`config.mk`:
```
export PLATFORM = sky130hd
export DESIGN_NAME = aer_in_arbiter
export DESIGN_NICKNAME = d
export VERILOG_FILES = /design/src/rtl/aer_pkg.sv /design/src/rtl/aer_sync2.sv /design/src/rtl/aer_in_arbiter.sv
export SDC_FILE = /design/constraint.sdc
export NUM_CORES = 1
export LEC_CHECK = 0
export BUFFER_PORTS_ARGS = -buffer_cell sky130_fd_sc_hd__buf_4
export CAP_MARGIN = 10
export CORE_ASPECT_RATIO = 1.5
export CORE_UTILIZATION = 52
export CTS_CLUSTER_DIAMETER = 80
export DETAILED_ROUTE_END_ITERATION = 10
export PLACE_DENSITY = 0.9
export SYNTH_ARGS = -nofsm -noshare
export SYNTH_HDL_FRONTEND = slang
export SYNTH_SLANG_ARGS = --single-unit
```
`constraint.sdc`:
```
create_clock -name CLK -period 4.1 [get_ports CLK]
set_input_delay 0.205 -clock CLK [delete_from_list [all_inputs] [get_ports CLK]]
set_output_delay 0.205 -clock CLK [all_outputs]
set_load 0.05 [all_outputs]
```
`src/rtl/aer_pkg.sv`:
```
// -----------------------------------------------------------------------------
// aer_pkg
// Shared definitions for the AER input arbiter:
//   AER_ADDR_BITS : default AER address width
//   arb_state_t   : arbiter FSM states (IDLE, SEND, HANDOFF)
//   rr_pick_t     : result of a round-robin search (valid flag + index)
//   rr_pick()     : round-robin search over up to 8 request lines
// -----------------------------------------------------------------------------
package aer_pkg;

    localparam int AER_ADDR_BITS = 10;
    localparam int AER_MAX_SRC   = 8;

    typedef enum logic [1:0] {
        IDLE    = 2'd0,
        SEND    = 2'd1,
        HANDOFF = 2'd2
    } arb_state_t;

    typedef struct packed {
        logic       valid;
        logic [2:0] idx;
    } rr_pick_t;

    // Returns the first asserted request found searching ptr, ptr+1, ...
    // (mod n_src). Offsets are scanned from the farthest to the nearest so
    // the last hit written is the one closest to the pointer.
    function automatic rr_pick_t rr_pick(
        input logic [7:0] req,
        input logic [2:0] ptr,
        input logic [3:0] n_src
    );
        rr_pick_t   res;
        logic [3:0] cand;
        logic [3:0] wrap;
        logic       hit;
        res = '0;
        for (int k = 7; k >= 0; k--) begin
            cand = {1'b0, ptr} + 4'(k);
            wrap = (cand >= n_src) ? (cand - n_src) : cand;
            hit  = (4'(k) < n_src) && req[wrap[2:0]];
            res  = hit ? rr_pick_t'({1'b1, wrap[2:0]}) : res;
        end
        return res;
    endfunction

endpackage

```
`src/rtl/aer_sync2.sv`:
```
// -----------------------------------------------------------------------------
// aer_sync2
// Two-flop synchronizer for a single-bit level signal crossing into the
// arbiter clock domain. Both flops clear on reset.
// Ports:
//   clk   in  destination clock
//   rst_n in  asynchronous active-low reset
//   d     in  asynchronous input level
//   q     out synchronized level (2 cycles of latency)
// -----------------------------------------------------------------------------
module aer_sync2 (
    input  logic clk,
    input  logic rst_n,
    input  logic d,
    output logic q
);

    logic meta_r;
    logic sync_r;

    // Two-stage capture of the asynchronous input
    always_ff @(posedge clk or negedge rst_n) begin
        if (!rst_n) begin
            meta_r <= 1'b0;
            sync_r <= 1'b0;
        end else begin
            meta_r <= d;
            sync_r <= meta_r;
        end
    end

    assign q = sync_r;

endmodule

```
`src/rtl/aer_in_arbiter.sv`:
```
// -----------------------------------------------------------------------------
// aer_in_arbiter
// Shares the neuron core's single AER input link between N_SRC four-phase
// REQ/ACK event sources. A round-robin pointer selects the next source, the
// granted address is latched and the handshake is relayed to the core. The
// number of forwarded events is counted (wrapping).
//
// Optional build macro AER_ARB_SYNC_EN: when defined, every SRC_REQ bit and
// AEROUT_ACK go through a 2-flop synchronizer before the FSM (request to
// AEROUT_REQ latency 3 cycles instead of 1, ACK/release reaction +2 cycles).
//
// Ports:
//   CLK          in  system clock, rising edge
//   RSTN         in  asynchronous active-low reset
//   ENABLE       in  gates new grants; an in-flight transfer completes
//   SRC_REQ      in  [N_SRC]            per-source request
//   SRC_ADDR     in  [N_SRC*ADDR_BITS]  per-source address, packed
//   SRC_ACK      out [N_SRC]            per-source acknowledge (one-hot/zero)
//   AEROUT_REQ   out request to core
//   AEROUT_ADDR  out [ADDR_BITS]        forwarded address
//   AEROUT_ACK   in  acknowledge from core
//   GRANT_IDX    out [IDX_W]            current/last granted source
//   ARB_BUSY     out high whenever the FSM is not in IDLE
//   EVT_CNT      out [CNT_BITS]         forwarded events since reset
// -----------------------------------------------------------------------------
module aer_in_arbiter
    import aer_pkg::*;
#(
    parameter  int N_SRC     = 2,
    parameter  int ADDR_BITS = AER_ADDR_BITS,
    parameter  int CNT_BITS  = 16,
    localparam int IDX_W     = (N_SRC > 1) ? $clog2(N_SRC) : 1
) (
    input  logic                       CLK,
    input  logic                       RSTN,
    input  logic                       ENABLE,
    input  logic [N_SRC-1:0]           SRC_REQ,
    input  logic [N_SRC*ADDR_BITS-1:0] SRC_ADDR,
    output logic [N_SRC-1:0]           SRC_ACK,
    output logic                       AEROUT_REQ,
    output logic [ADDR_BITS-1:0]       AEROUT_ADDR,
    input  logic                       AEROUT_ACK,
    output logic [IDX_W-1:0]           GRANT_IDX,
    output logic                       ARB_BUSY,
    output logic [CNT_BITS-1:0]        EVT_CNT
);

    // ------------------------------------------------------------------
    // Input conditioning
    // ------------------------------------------------------------------
    logic [N_SRC-1:0] req_s;
    logic             ack_s;

`ifdef AER_ARB_SYNC_EN
    for (genvar i = 0; i < N_SRC; i++) begin : g_req_sync
        aer_sync2 u_req_sync (
            .clk   (CLK),
            .rst_n (RSTN),
            .d     (SRC_REQ[i]),
            .q     (req_s[i])
        );
    end

    aer_sync2 u_ack_sync (
        .clk   (CLK),
        .rst_n (RSTN),
        .d     (AEROUT_ACK),
        .q     (ack_s)
    );
`else
    assign req_s = SRC_REQ;
    assign ack_s = AEROUT_ACK;
`endif

    // ------------------------------------------------------------------
    // State and registered outputs
    // ------------------------------------------------------------------
    arb_state_t           state_r;
    arb_state_t           state_nxt_s;
    logic [IDX_W-1:0]     ptr_r;
    logic [IDX_W-1:0]     grant_r;
    logic [ADDR_BITS-1:0] addr_r;
    logic [N_SRC-1:0]     src_ack_r;
    logic                 aerout_req_r;
    logic                 busy_r;
    logic [CNT_BITS-1:0]  cnt_r;

    logic [IDX_W-1:0]     ptr_nxt_s;
    logic [IDX_W-1:0]     grant_nxt_s;
    logic [ADDR_BITS-1:0] addr_nxt_s;
    logic [N_SRC-1:0]     src_ack_nxt_s;
    logic                 aerout_req_nxt_s;
    logic                 busy_nxt_s;
    logic [CNT_BITS-1:0]  cnt_nxt_s;

    // ------------------------------------------------------------------
    // Round-robin selection
    // ------------------------------------------------------------------
    logic [7:0]           req8_s;
    logic [2:0]           ptr3_s;
    rr_pick_t             pick_s;
    logic [ADDR_BITS-1:0] addr_sel_s;
    logic                 req_g_s;

    // Widen the request vector and pointer to the helper's fixed width
    always_comb begin
        req8_s              = 8'd0;
        req8_s[N_SRC-1:0]   = req_s;
        ptr3_s              = 3'(ptr_r);
    end

    assign pick_s     = rr_pick(req8_s, ptr3_s, 4'(N_SRC));
    assign addr_sel_s = SRC_ADDR[32'(pick_s.idx) * ADDR_BITS +: ADDR_BITS];
    // Request line of the source currently holding the grant
    assign req_g_s    = req_s[grant_r];

    // FSM state register
    always_ff @(posedge CLK or negedge RSTN) begin
        if (!RSTN) begin
            state_r <= IDLE;
        end else begin
            state_r <= state_nxt_s;
        end
    end

    // FSM next-state logic
    always_comb begin
        state_nxt_s = state_r;
        case (state_r)
            IDLE: begin
                if (ENABLE && pick_s.valid) begin
                    state_nxt_s = SEND;
                end else begin
                    state_nxt_s = IDLE;
                end
            end
            SEND: begin
                // A source dropping REQ here is a protocol violation and is
                // ignored: only the core's ACK moves the transfer forward.
                if (ack_s) begin
                    state_nxt_s = HANDOFF;
                end else begin
                    state_nxt_s = SEND;
                end
            end
            HANDOFF: begin
                if (!req_g_s && !ack_s) begin
                    state_nxt_s = IDLE;
                end else begin
                    state_nxt_s = HANDOFF;
                end
            end
            default: begin
                state_nxt_s = IDLE;
            end
        endcase
    end

    // FSM output logic: next values of every registered output
    always_comb begin
        ptr_nxt_s     = ptr_r;
        grant_nxt_s   = grant_r;
        addr_nxt_s    = addr_r;
        cnt_nxt_s     = cnt_r;
        src_ack_nxt_s = '0;
        case (state_r)
            IDLE: begin
                if (state_nxt_s == SEND) begin
                    grant_nxt_s = IDX_W'(pick_s.idx);
                    addr_nxt_s  = addr_sel_s;
                end else begin
                    grant_nxt_s = grant_r;
                    addr_nxt_s  = addr_r;
                end
            end
            SEND: begin
                if (state_nxt_s == HANDOFF) begin
                    cnt_nxt_s = cnt_r + CNT_BITS'(1);
                end else begin
                    cnt_nxt_s = cnt_r;
                end
            end
            HANDOFF: begin
                // Pointer moves past the source just served for fairness
                if (state_nxt_s == IDLE) begin
                    ptr_nxt_s = (grant_r == IDX_W'(N_SRC - 1)) ? '0
                                                               : grant_r + IDX_W'(1);
                end else begin
                    ptr_nxt_s = ptr_r;
                end
            end
            default: begin
                ptr_nxt_s = ptr_r;
            end
        endcase

        aerout_req_nxt_s = (state_nxt_s == SEND);
        busy_nxt_s       = (state_nxt_s != IDLE);
        if (state_nxt_s == HANDOFF) begin
            src_ack_nxt_s[grant_nxt_s] = 1'b1;
        end else begin
            src_ack_nxt_s = '0;
        end
    end

    // Output and datapath registers
    always_ff @(posedge CLK or negedge RSTN) begin
        if (!RSTN) begin
            ptr_r        <= '0;
            grant_r      <= '0;
            addr_r       <= '0;
            src_ack_r    <= '0;
            aerout_req_r <= 1'b0;
            busy_r       <= 1'b0;
            cnt_r        <= '0;
        end else begin
            ptr_r        <= ptr_nxt_s;
            grant_r      <= grant_nxt_s;
            addr_r       <= addr_nxt_s;
            src_ack_r    <= src_ack_nxt_s;
            aerout_req_r <= aerout_req_nxt_s;
            busy_r       <= busy_nxt_s;
            cnt_r        <= cnt_nxt_s;
        end
    end

    assign SRC_ACK     = src_ack_r;
    assign AEROUT_REQ  = aerout_req_r;
    assign AEROUT_ADDR = addr_r;
    assign GRANT_IDX   = grant_r;
    assign ARB_BUSY    = busy_r;
    assign EVT_CNT     = cnt_r;

endmodule

```
==> results of run 1 <==
synthesized netlist by cell type (all sizes together), types with 2 or more instances:
library cell / n
and3: 4
nand3: 5
nand4: 2
xor2: 4
nor4: 2
dfrtp: 34
clkbuf: 2
xnor2: 11
nor2: 5
mux2i: 11
o21ai: 16
mux2: 2
inv: 4
nand2: 22
report_power, final:
group	total (mW)	switching (mW)	internal (mW)
combinational	0.646	0.444	0.202
sequential	0.513	0.0811	0.432
clock	0.235	0.106	0.129
total	1.39	0.631	0.763
sequential cells by signal, indices dropped and copies added (netlist names):
signal and cells:
ptr_r 1, EVT_CNT 16, SRC_ACK 2, GRANT_IDX 1
AEROUT_ADDR 10, state_r 2, AEROUT_REQ 1, ARB_BUSY 1
per-layer routing:
layer	part of all wire (%)	track usage, %	vias to the layer above
met1	37	20.4	539
met3	6.1	5.54	6
met5	0	0	-
met2	54	40.0	47
li1	-	-	569
met4	2.1	9.93	0
worst min-delay path: cells and delay by family:
kind / cells / cell delay [ns]
AO/OA/AOI/OAI: 1 / 0.09
buffers and inverters: 1 / 0.09
AND/OR/NAND/NOR: 1 / 0.06
path summary, 6_finish.rpt:
kind                                start              to  slack (ns)
max in group asynchronous            RSTN  AEROUT_ADDR[9]        3.41
hold reg to reg            AEROUT_ADDR[4]  AEROUT_ADDR[4]        0.48
hold / removal                 SRC_REQ[1]           ptr_r        0.20
setup / recovery                    ptr_r      SRC_ACK[1]        2.26
setup reg to reg                    ptr_r      SRC_ACK[1]        2.26
min in group asynchronous            RSTN        ARB_BUSY        0.40
through the flow:
stage / utilization [%] / area [sq um]
floorplan: - / 1520
global placement: 72.8 / 1970
detailed placement: 72.8 / 1970
CTS: 76.2 / 2060
global route: 76.2 / 2060
finish: 76.2 / 2060
kinds of logic after synthesis:
group / count (synthesis) / synth area share (%)
buf+inv: 7 / 1.82
fa+ha+maj: 1 / 0.826
compound gates: 17 / 5.78
flops: 34 / 56.2
simple gates: 46 / 18.0
mux: 13 / 8.75
xor+xnor: 15 / 8.67
cell type report:
type / count / share of cell area [%]
multi-input cells: 92 / 30.9
inverters: 4 / 0.728
clock buffers: 6 / 4.00
well taps: 37 / 2.25
flip-flops and latches: 34 / 41.3
repair buffers: 57 / 20.9
==> results.py, run 1 <==
metrics = {
    "clocking": {
        "cts_setup_buffers": 0,
        "post_cts_resized": 0,
        "root_buffer": "clkbuf_8",
        "cts.reportedPaths.clkPinSlew_ns": 0.06,
        "cts_buffer_depth": 2,
        "cts_hold_buf": 1,
        "clkLatencyLatePin_ns": 0.28,
        "numCtsBuffers": 5,
        "tritoncts": "built",
        "clock_sinks": 34,
        "htreeDepth": 2,
    },
    "layout": {
        "register_area_sq_um": 851,
        "multi_input_area_sq_um": 637,
        "drive_gt1_share_pct": 35.8,
        "num_antenna_cells": 0,
        "num-nets-final": 221,
        "final_common_cell": "buf_4",
        "mostFrequentLayoutCells": "buf_4 (56), dfrtp_1 (34), nand2_1 (22), o21ai_0 (15)",
        "final.fill_count": 218,
        "fin_cells": 230,
        "area_growth_pct": 36.1,
    },
    "sta": {
        "worst_slack_ns": 2.26,
        "rsz0062_at_grt": "no",
        "final_hold_viol_count": 0,
        "slew_headroom_pct": 25.8,
        "fin_crit_sh_pct": 44.8,
        "finalMaxSlewViolations": 0,
        "fmax_ghz": 0.544,
        "whs_ns": 0.199,
        "fin_tns_setup_ns": 0,
        "final-setup-viol-count": 0,
        "tightest_slew_ns": 1.11,
        "fin_crit_ns": 1.84,
        "skew_ns": 0.00379,
    },
    "critical_path": {
        "crit_family": "compound AO/OA/AOI/OAI gates",
        "worstPathRequired_ns": 4.27,
        "worstPathMaxFanout": 11,
        "cpMaxStageDelayCell": "o21ai_1",
        "crit_buf_inv": 0,
        "path_depth": 3,
        "critPathLaunchType": "flip-flop",
        "path_class": "flip-flop to flip-flop",
        "end_kind": "flip-flop",
        "max_stage_delay_ns": 0.87,
        "crit_chain": "o21ai_1 > mux2i_1 > nor2b_1",
        "r2r_cells": 3,
        "worst_ep_arrival_time_ns": 2.00,
    },
    "grt": {
        "overflow": 0,
        "grt_max_degree": 35,
        "grt_use_total_pct": 21.3,
        "grt_pass1_vias": 1150,
        "antenna_found_initial": 0,
        "grt_pass1_wl_um": 4730,
    },
    "routing": {
        "drc": 0,
        "drt_iter0_drc": 9,
        "vias": 1161,
        "vias_per_cell": 5.05,
        "drt-total-wl_um": 2870,
        "firstDrtPassIters": 4,
        "ant_nets": 0,
        "wl_per_cell_um": 12.5,
    },
    "synthesis": {
        "seq_area_frac_synth_pct": 56.2,
        "synthTopCellsByArea": "dfrtp_1 (56%), mux2i_1 (7.3%), xnor2_1 (6.4%)",
        "netlist_area_sq_mm": 0.00152,
        "syn_avg_cell_area_sq_um": 11.4,
        "syn_nets": 160,
        "synth_top_area_share_pct": 56.2,
        "ys_async_sr_fraction_pct": 100,
        "synth_flop_cell": "dfrtp_1",
        "netlist_instances": 133,
        "synth_top_cell_by_area": "dfrtp_1",
        "ys_warn_count": 0,
        "yosysUniqueCellTypes": 25,
        "synth-edff-count": 0,
        "ys_ff_latch": 34,
    },
    "floorplan": {
        "initial_core_util_pct": 56.0,
        "die-area_sq_mm": 0.00314,
        "die_h_um": 68.1,
        "core_area_sq_mm": 0.00271,
        "die_x_um": 46.1,
        "std_cell_rows": 23,
        "ios": 57,
    },
    "place": {
        "gp_congestion": 0.874,
        "dp.cells": 223,
        "numPortBuffers": 56,
        "post-place-ws_ns": 2.26,
        "dp_hpwl_um": 2180,
    },
    "pwr": {
        "p_total_mw": 1.39,
        "powerDensity_mw_per_mm2": 676,
        "ir_worst_vdd_mv": 0.566,
        "p_leak_nw": 1.10,
    },
    "run_status": {
        "status": "finished clean",
    },
    "worst_hold_path": {
        "hold_depth": 3,
        "hold_class": "input port to flip-flop",
    },
    "run": {
        "maxCapViolations": 0,
    },
}
No activity file was read; power rests on OpenSTA's default activity.
==> run 2, diff against run 1 <==
CORE_UTILIZATION = 43   (was 52)
PLACE_DENSITY = 0.8   (was 0.9)
clock period = 1.6 ns   (was 4.1 ns; I/O delays follow)
==> run 2 against run 1 <==
Effect of this change: clock skew up 0.0018 ns; routed wire length is 5.3% higher; power grew to 2.6 times the previous value; final cell count up 3.9%; die area increased by 20%; clock-buffer cell count is 1 higher; fmax increased by 27%; critical path depth is 1 higher; global-route usage shrank 2.1 points; critical path type unchanged; largest cell class unchanged; highest routed layer unchanged.
==> results.py, run 2 (synthesized netlist as in run 1, its figures left out) <==
metrics = {
    "critical_path": {
        "path_class": "flip-flop to flip-flop",
        "crit_end": "EVT_CNT[12]",
        "rrSetupSlack_ns": 0.15,
        "worstPathRequired_ns": 1.77,
        "worstPathMaxFanout": 9,
        "critPathLaunchType": "flip-flop",
        "crit_start": "state_r[1]",
        "worst_ep_arrival_time_ns": 1.62,
        "end_kind": "flip-flop",
        "r2r_cells": 4,
        "timing.rr.start": "state_r[1]",
        "r2r_end": "EVT_CNT[12]",
    },
    "sta": {
        "rsz0062_at_grt": "no",
        "fin_tns_setup_ns": 0,
        "final-setup-viol-count": 0,
        "slew_headroom_pct": 72.1,
        "fmax_ghz": 0.690,
        "final_hold_viol_count": 0,
        "worst_slack_ns": 0.150,
        "fin_crit_ns": 1.45,
        "skew_ns": 0.00558,
        "finalMaxSlewViolations": 0,
        "fin_crit_sh_pct": 90.6,
        "tightest_slew_ns": 0.419,
    },
    "grt": {
        "antenna_found_initial": 0,
        "grt_pass1_wl_um": 5260,
        "grt_pass1_vias": 1216,
        "grt_use_total_pct": 19.2,
        "grt_max_degree": 35,
        "overflow": 0,
    },
    "layout": {
        "area_growth_pct": 38.4,
        "num_antenna_cells": 0,
        "final_common_cell": "buf_4",
        "drive_gt1_share_pct": 38.6,
        "final.fill_count": 296,
        "num-nets-final": 223,
        "largest_reg_flops": 16,
        "mostFrequentLayoutCells": "buf_4 (58), dfrtp_1 (30), nand2_1 (22), o21ai_0 (15)",
    },
    "routing": {
        "vias_per_cell": 4.94,
        "firstDrtPassIters": 4,
        "drt_iter0_drc": 21,
        "vias": 1180,
        "drt-total-wl_um": 3020,
        "wl_per_cell_um": 12.6,
        "ant_nets": 0,
        "drc": 0,
    },
    "pwr": {
        "swShare_pct": 45.3,
        "power_switching_mw": 1.64,
        "p_clk_share_pct": 17.8,
        "p_leak_nw": 1.11,
        "p_comb_share_pct": 45.8,
        "powerDensity_mw_per_mm2": 1730,
        "seq_power_share_pct": 36.5,
        "intPower_mw": 1.99,
        "ir_worst_vdd_mv": 1.39,
    },
    "clocking": {
        "cts_buffer_depth": 2,
        "htreeDepth": 2,
        "numCtsBuffers": 5,
        "tritoncts": "built",
        "clock_sinks": 34,
        "root_buffer": "clkbuf_8",
        "clkLatencyLatePin_ns": 0.29,
        "post_cts_resized": 0,
        "cts.reportedPaths.clkPinSlew_ns": 0.07,
    },
    "floorplan": {
        "die-area_sq_mm": 0.00377,
        "die_h_um": 74.7,
        "core_area_sq_mm": 0.00338,
        "initial_core_util_pct": 44.8,
        "die_x_um": 50.5,
        "ios": 57,
        "std_cell_rows": 26,
    },
    "place": {
        "gp_congestion": 0.792,
        "post-place-ws_ns": 0.114,
        "dp_hpwl_um": 2330,
        "numPortBuffers": 56,
    },
    "worst_hold_path": {
        "hold_class": "input port to flip-flop",
    },
    "run": {
        "maxCapViolations": 0,
    },
    "run_status": {
        "status": "finished clean",
    },
}
[run 2: changes by cell type in the layout (fill, tap and decap cells not counted)]
cell,delta
dfrtp_2,+4
clkbuf_1,+1
buf_4,+2
dfrtp_1,-4
clkinv_2,+1
[run 2: per-layer routing]
metal | track usage, % | wire [um] | part of all wire (%)
met5 | 0 | 0 | 0
met4 | 11.1 | 90 | 3.0
met3 | 6.67 | 194 | 6.4
met1 | 19.6 | 1100 | 36
met2 | 33.8 | 1640 | 54
[run 2: power by group through the flow]
stage	logic (mW)	registers [mW]	clock network [mW]
after global routing	1.77	1.36	0.706
final	1.66	1.32	0.645
after floorplan	0.356	2.10	0
after detailed placement	1.67	1.33	0
after global placement	1.65	1.32	0
after CTS	1.67	1.33	0.675
[run 2: area by class of cell]
class	instances	area, sq um	share of cell area (%)
repair buffers	59	445	21.2
inverters	4	15.0	0.716
multi-input cells	92	637	30.4
clock buffers	7	86.3	4.12
well taps	42	52.6	2.51
clock inverters	1	5.00	0.239
flip-flops and latches	34	856	40.8
[run 2: what timing repair did]
item                       in CTS  in global routing
setup buffers                   0                  0
hold endpoints to repair       34                  0
hold buffers                    1                  0
setup endpoints to repair       0                  1
[run 2: critical path, cell delays in order (launching register included)]
cell,delay [ns]
dfrtp_1,0.45
nand3b_4,0.23
nor4_2,0.38
nand2_1,0.13
xnor2_1,0.15
[run 2: worst min path at each step]
| stage | startpoint | end | slack (ns) | cells after the start |
|---|---|---|---|---|
| global route | SRC_REQ[1] | ptr_r | 0.06 | 3 |
| finish | SRC_REQ[1] | ptr_r | 0.06 | 3 |
| floorplan | RSTN | AEROUT_ADDR[0] | -0.22 | 0 |
| detailed placement | RSTN | AEROUT_REQ | 0.05 | 1 |
| CTS | SRC_REQ[1] | ptr_r | 0.05 | 3 |
| global placement | RSTN | ARB_BUSY | 0.04 | 1 |
[run 2: through the flow]
stage          util [%]  area [sq um]  cells  hold WS, ns  total power, mW
3_5_place_dp       59.0          2000    230       0.0540             3.01
3_3_place_gp       59.0          2000    230       0.0378             2.97
2_1_floorplan         -          1520    133       -0.216             2.46
6_report           62.0          2100    239       0.0593             3.63
4_1_cts            62.0          2100    239       0.0472             3.67
5_1_grt            62.0          2100    239       0.0602             3.84
==> run 3, diff against run 2 <==
ABC_AREA = 1   (was not set)
CAP_MARGIN = not set   (was 10)
CORE_MARGIN = 4   (was not set)
CORE_UTILIZATION = 45   (was 43)
PLACE_DENSITY = 0.81   (was 0.8)
==> run 3 against run 2 <==
Effect of this change: first-iteration DRC count is 100% higher; highest routed layer unchanged; critical path depth increased by 1; clock-buffer cell count fell by 1; register-to-register slack improved by 0.16 ns; largest power group unchanged; global-route usage fell by 2.0 points; flip-flop and latch count stayed put; largest cell class unchanged; fmax is 13% higher.
==> results.py, run 3 <==
metrics = {
    "run_status": {
        "status": "finished clean",
    },
    "routing": {
        "drt-total-wl_um": 3610,
        "drc": 0,
        "drt_iter0_drc": 43,
        "wl_per_cell_um": 11.5,
        "vias": 1494,
        "ant_nets": 0,
        "vias_per_cell": 4.76,
        "firstDrtPassIters": 4,
    },
    "critical_path": {
        "max_stage_delay_ns": 0.43,
        "critPathLaunchType": "flip-flop",
        "crit_start": "EVT_CNT[0]",
        "worstPathRequired_ns": 1.78,
        "end_kind": "flip-flop",
        "crit_family": "flip-flops",
        "crit_buf_inv": 0,
        "crit_end": "EVT_CNT[8]",
        "rrSetupSlack_ns": 0.31,
        "path_depth": 5,
        "timing.rr.start": "EVT_CNT[0]",
        "r2r_end": "EVT_CNT[8]",
        "worstPathMaxFanout": 4,
        "crit_chain": "ha_1 > nand3_1 > nor2_1 > nand4_1 > xnor2_1",
        "path_class": "flip-flop to flip-flop",
        "cpMaxStageDelayCell": "dfrtp_1",
        "r2r_cells": 5,
        "worst_ep_arrival_time_ns": 1.47,
    },
    "synthesis": {
        "synth-edff-count": 0,
        "syn_nets": 236,
        "seq_area_frac_synth_pct": 49.3,
        "ys_warn_count": 0,
        "synthMostInstantiatedCell": "nand2_1",
        "ys_ff_latch": 34,
        "synthTopCellsByCount": "nand2_1 (56), dfrtp_1 (34), inv_1 (31)",
        "netlist_instances": 209,
        "synthTopCellsByArea": "dfrtp_1 (49%), nand2_1 (12%), inv_1 (6.7%)",
        "ys_async_sr_fraction_pct": 100,
        "synth_flop_cell": "dfrtp_1",
        "syn_avg_cell_area_sq_um": 8.25,
        "synth_top_area_share_pct": 49.3,
        "synth_top_cell_by_area": "dfrtp_1",
        "netlist_area_sq_mm": 0.00172,
        "yosysUniqueCellTypes": 28,
    },
    "layout": {
        "drive_gt1_share_pct": 29.9,
        "final.fill_count": 337,
        "area_growth_pct": 32.5,
        "largest_reg_flops": 16,
        "final_common_cell": "buf_4",
        "fin_util_pct": 62.0,
        "mostFrequentLayoutCells": "buf_4 (58), nand2_1 (56), dfrtp_1 (34), inv_1 (31), nor2_1 (14)",
        "multi_input_area_sq_um": 712,
        "num_antenna_cells": 0,
        "num-nets-final": 297,
        "fin_cells": 314,
        "register_area_sq_um": 851,
        "fin_area_sq_mm": 0.00228,
    },
    "sta": {
        "fmax_ghz": 0.777,
        "skew_ns": 0.00679,
        "worst_slack_ns": 0.313,
        "fin_crit_sh_pct": 80.4,
        "tightest_slew_ns": 0.419,
        "final-setup-viol-count": 0,
        "final_hold_viol_count": 0,
        "fin_tns_setup_ns": 0,
        "finalMaxSlewViolations": 0,
        "rsz0062_at_grt": "no",
        "whs_ns": 0.00998,
        "fin_crit_ns": 1.29,
        "slew_headroom_pct": 72.0,
    },
    "pwr": {
        "ir_worst_vdd_mv": 1.13,
        "powerDensity_mw_per_mm2": 1720,
        "p_leak_nw": 1.19,
        "p_total_mw": 3.94,
    },
    "place": {
        "dpl-instance-area_sq_mm": 0.00218,
        "gp_congestion": 0.758,
        "post-place-ws_ns": 0.315,
        "numPortBuffers": 56,
        "dp.cells": 305,
        "dp_hpwl_um": 2850,
    },
    "floorplan": {
        "initial_core_util_pct": 46.8,
        "die_h_um": 83.8,
        "core_area_sq_mm": 0.00368,
        "std_cell_rows": 27,
        "die_x_um": 58.5,
        "ios": 57,
        "die-area_sq_mm": 0.00491,
    },
    "grt": {
        "antenna_found_initial": 0,
        "grt_use_total_pct": 17.1,
        "overflow": 0,
        "grt_pass1_vias": 1537,
        "grt_max_degree": 35,
        "grt_pass1_wl_um": 6510,
    },
    "clocking": {
        "clock_sinks": 34,
        "tritoncts": "built",
        "root_buffer": "clkbuf_8",
        "cts_setup_buffers": 0,
        "numCtsBuffers": 5,
        "htreeDepth": 2,
        "cts_buffer_depth": 2,
        "cts.reportedPaths.clkPinSlew_ns": 0.07,
        "clkLatencyLatePin_ns": 0.29,
    },
    "worst_hold_path": {
        "hp-start": "AEROUT_ACK",
        "hold_class": "input port to flip-flop",
    },
    "run": {
        "maxCapViolations": 0,
    },
}
[run 3: changes by cell type in the layout (fill, tap and decap cells not counted), moves of 3 or more]
cell     previous run  this run
nand2_1            22        56
inv_1               4        31
mux2i_1            11         0
o21ai_1             1        12
nor2_1              5        14
nand4_1             1         6
xnor2_1            11         6
and3_1              4         0
dfrtp_1            30        34
dfrtp_2             4         0
inv_2               0         3
nand2_2             0         3
o21ai_0            15        12
[run 3: logic make-up after synthesis]
group | Yosys count | synth area share (%)
AOI/OAI and AO/OA | 28 | 8.85
and+or+nand+nor | 97 | 26.6
DFF | 34 | 49.3
xor gates and xnor gates | 10 | 5.08
adders and majority gates | 1 | 0.726
buffers and inverters | 39 | 9.36
[run 3: final cells by class]
| cell class | instances | share of cell area, % |
|---|---|---|
| multi-input combinational | 136 | 31.2 |
| timing repair buffer | 59 | 19.5 |
| clock buffer | 6 | 3.61 |
| tap | 43 | 2.35 |
| inverter | 34 | 5.59 |
| clock inverter | 2 | 0.548 |
| sequential | 34 | 37.2 |
[run 3: timing repair]
action | 4_1_cts | 5_1_grt
gates resized for setup | 0 | 0
hold endpoints to repair | 34 | 0
hold buffers | 1 | 0
endpoints found under the setup margin | 0 | 0
[run 3: worst min-delay path by stage]
| stage | end | slack [ns] | cells past startpoint |
|---|---|---|---|
| finish | state_r[0] | 0.01 | 2 |
| global route | state_r[0] | 0.02 | 2 |
| CTS | state_r[0] | 0.003 | 2 |
| detailed placement | EVT_CNT[5] | 0.05 | 1 |
| global placement | EVT_CNT[5] | 0.04 | 1 |
| floorplan | AEROUT_ADDR[0] | -0.22 | 0 |
[run 3: layer usage]
metal  routed length (um)  GRT usage (%)
met3                  336           7.28
met5                    0              0
met4                   78           7.59
met2                 1830           28.1
met1                 1360           18.7
[run 3: where the power goes]
group	switching (mW)	internal, mW	total [mW]	leakage [nW]
logic	1.35	0.571	1.92	0.709
registers	0.223	1.13	1.36	0.433
clock network	0.316	0.345	0.661	0.0472
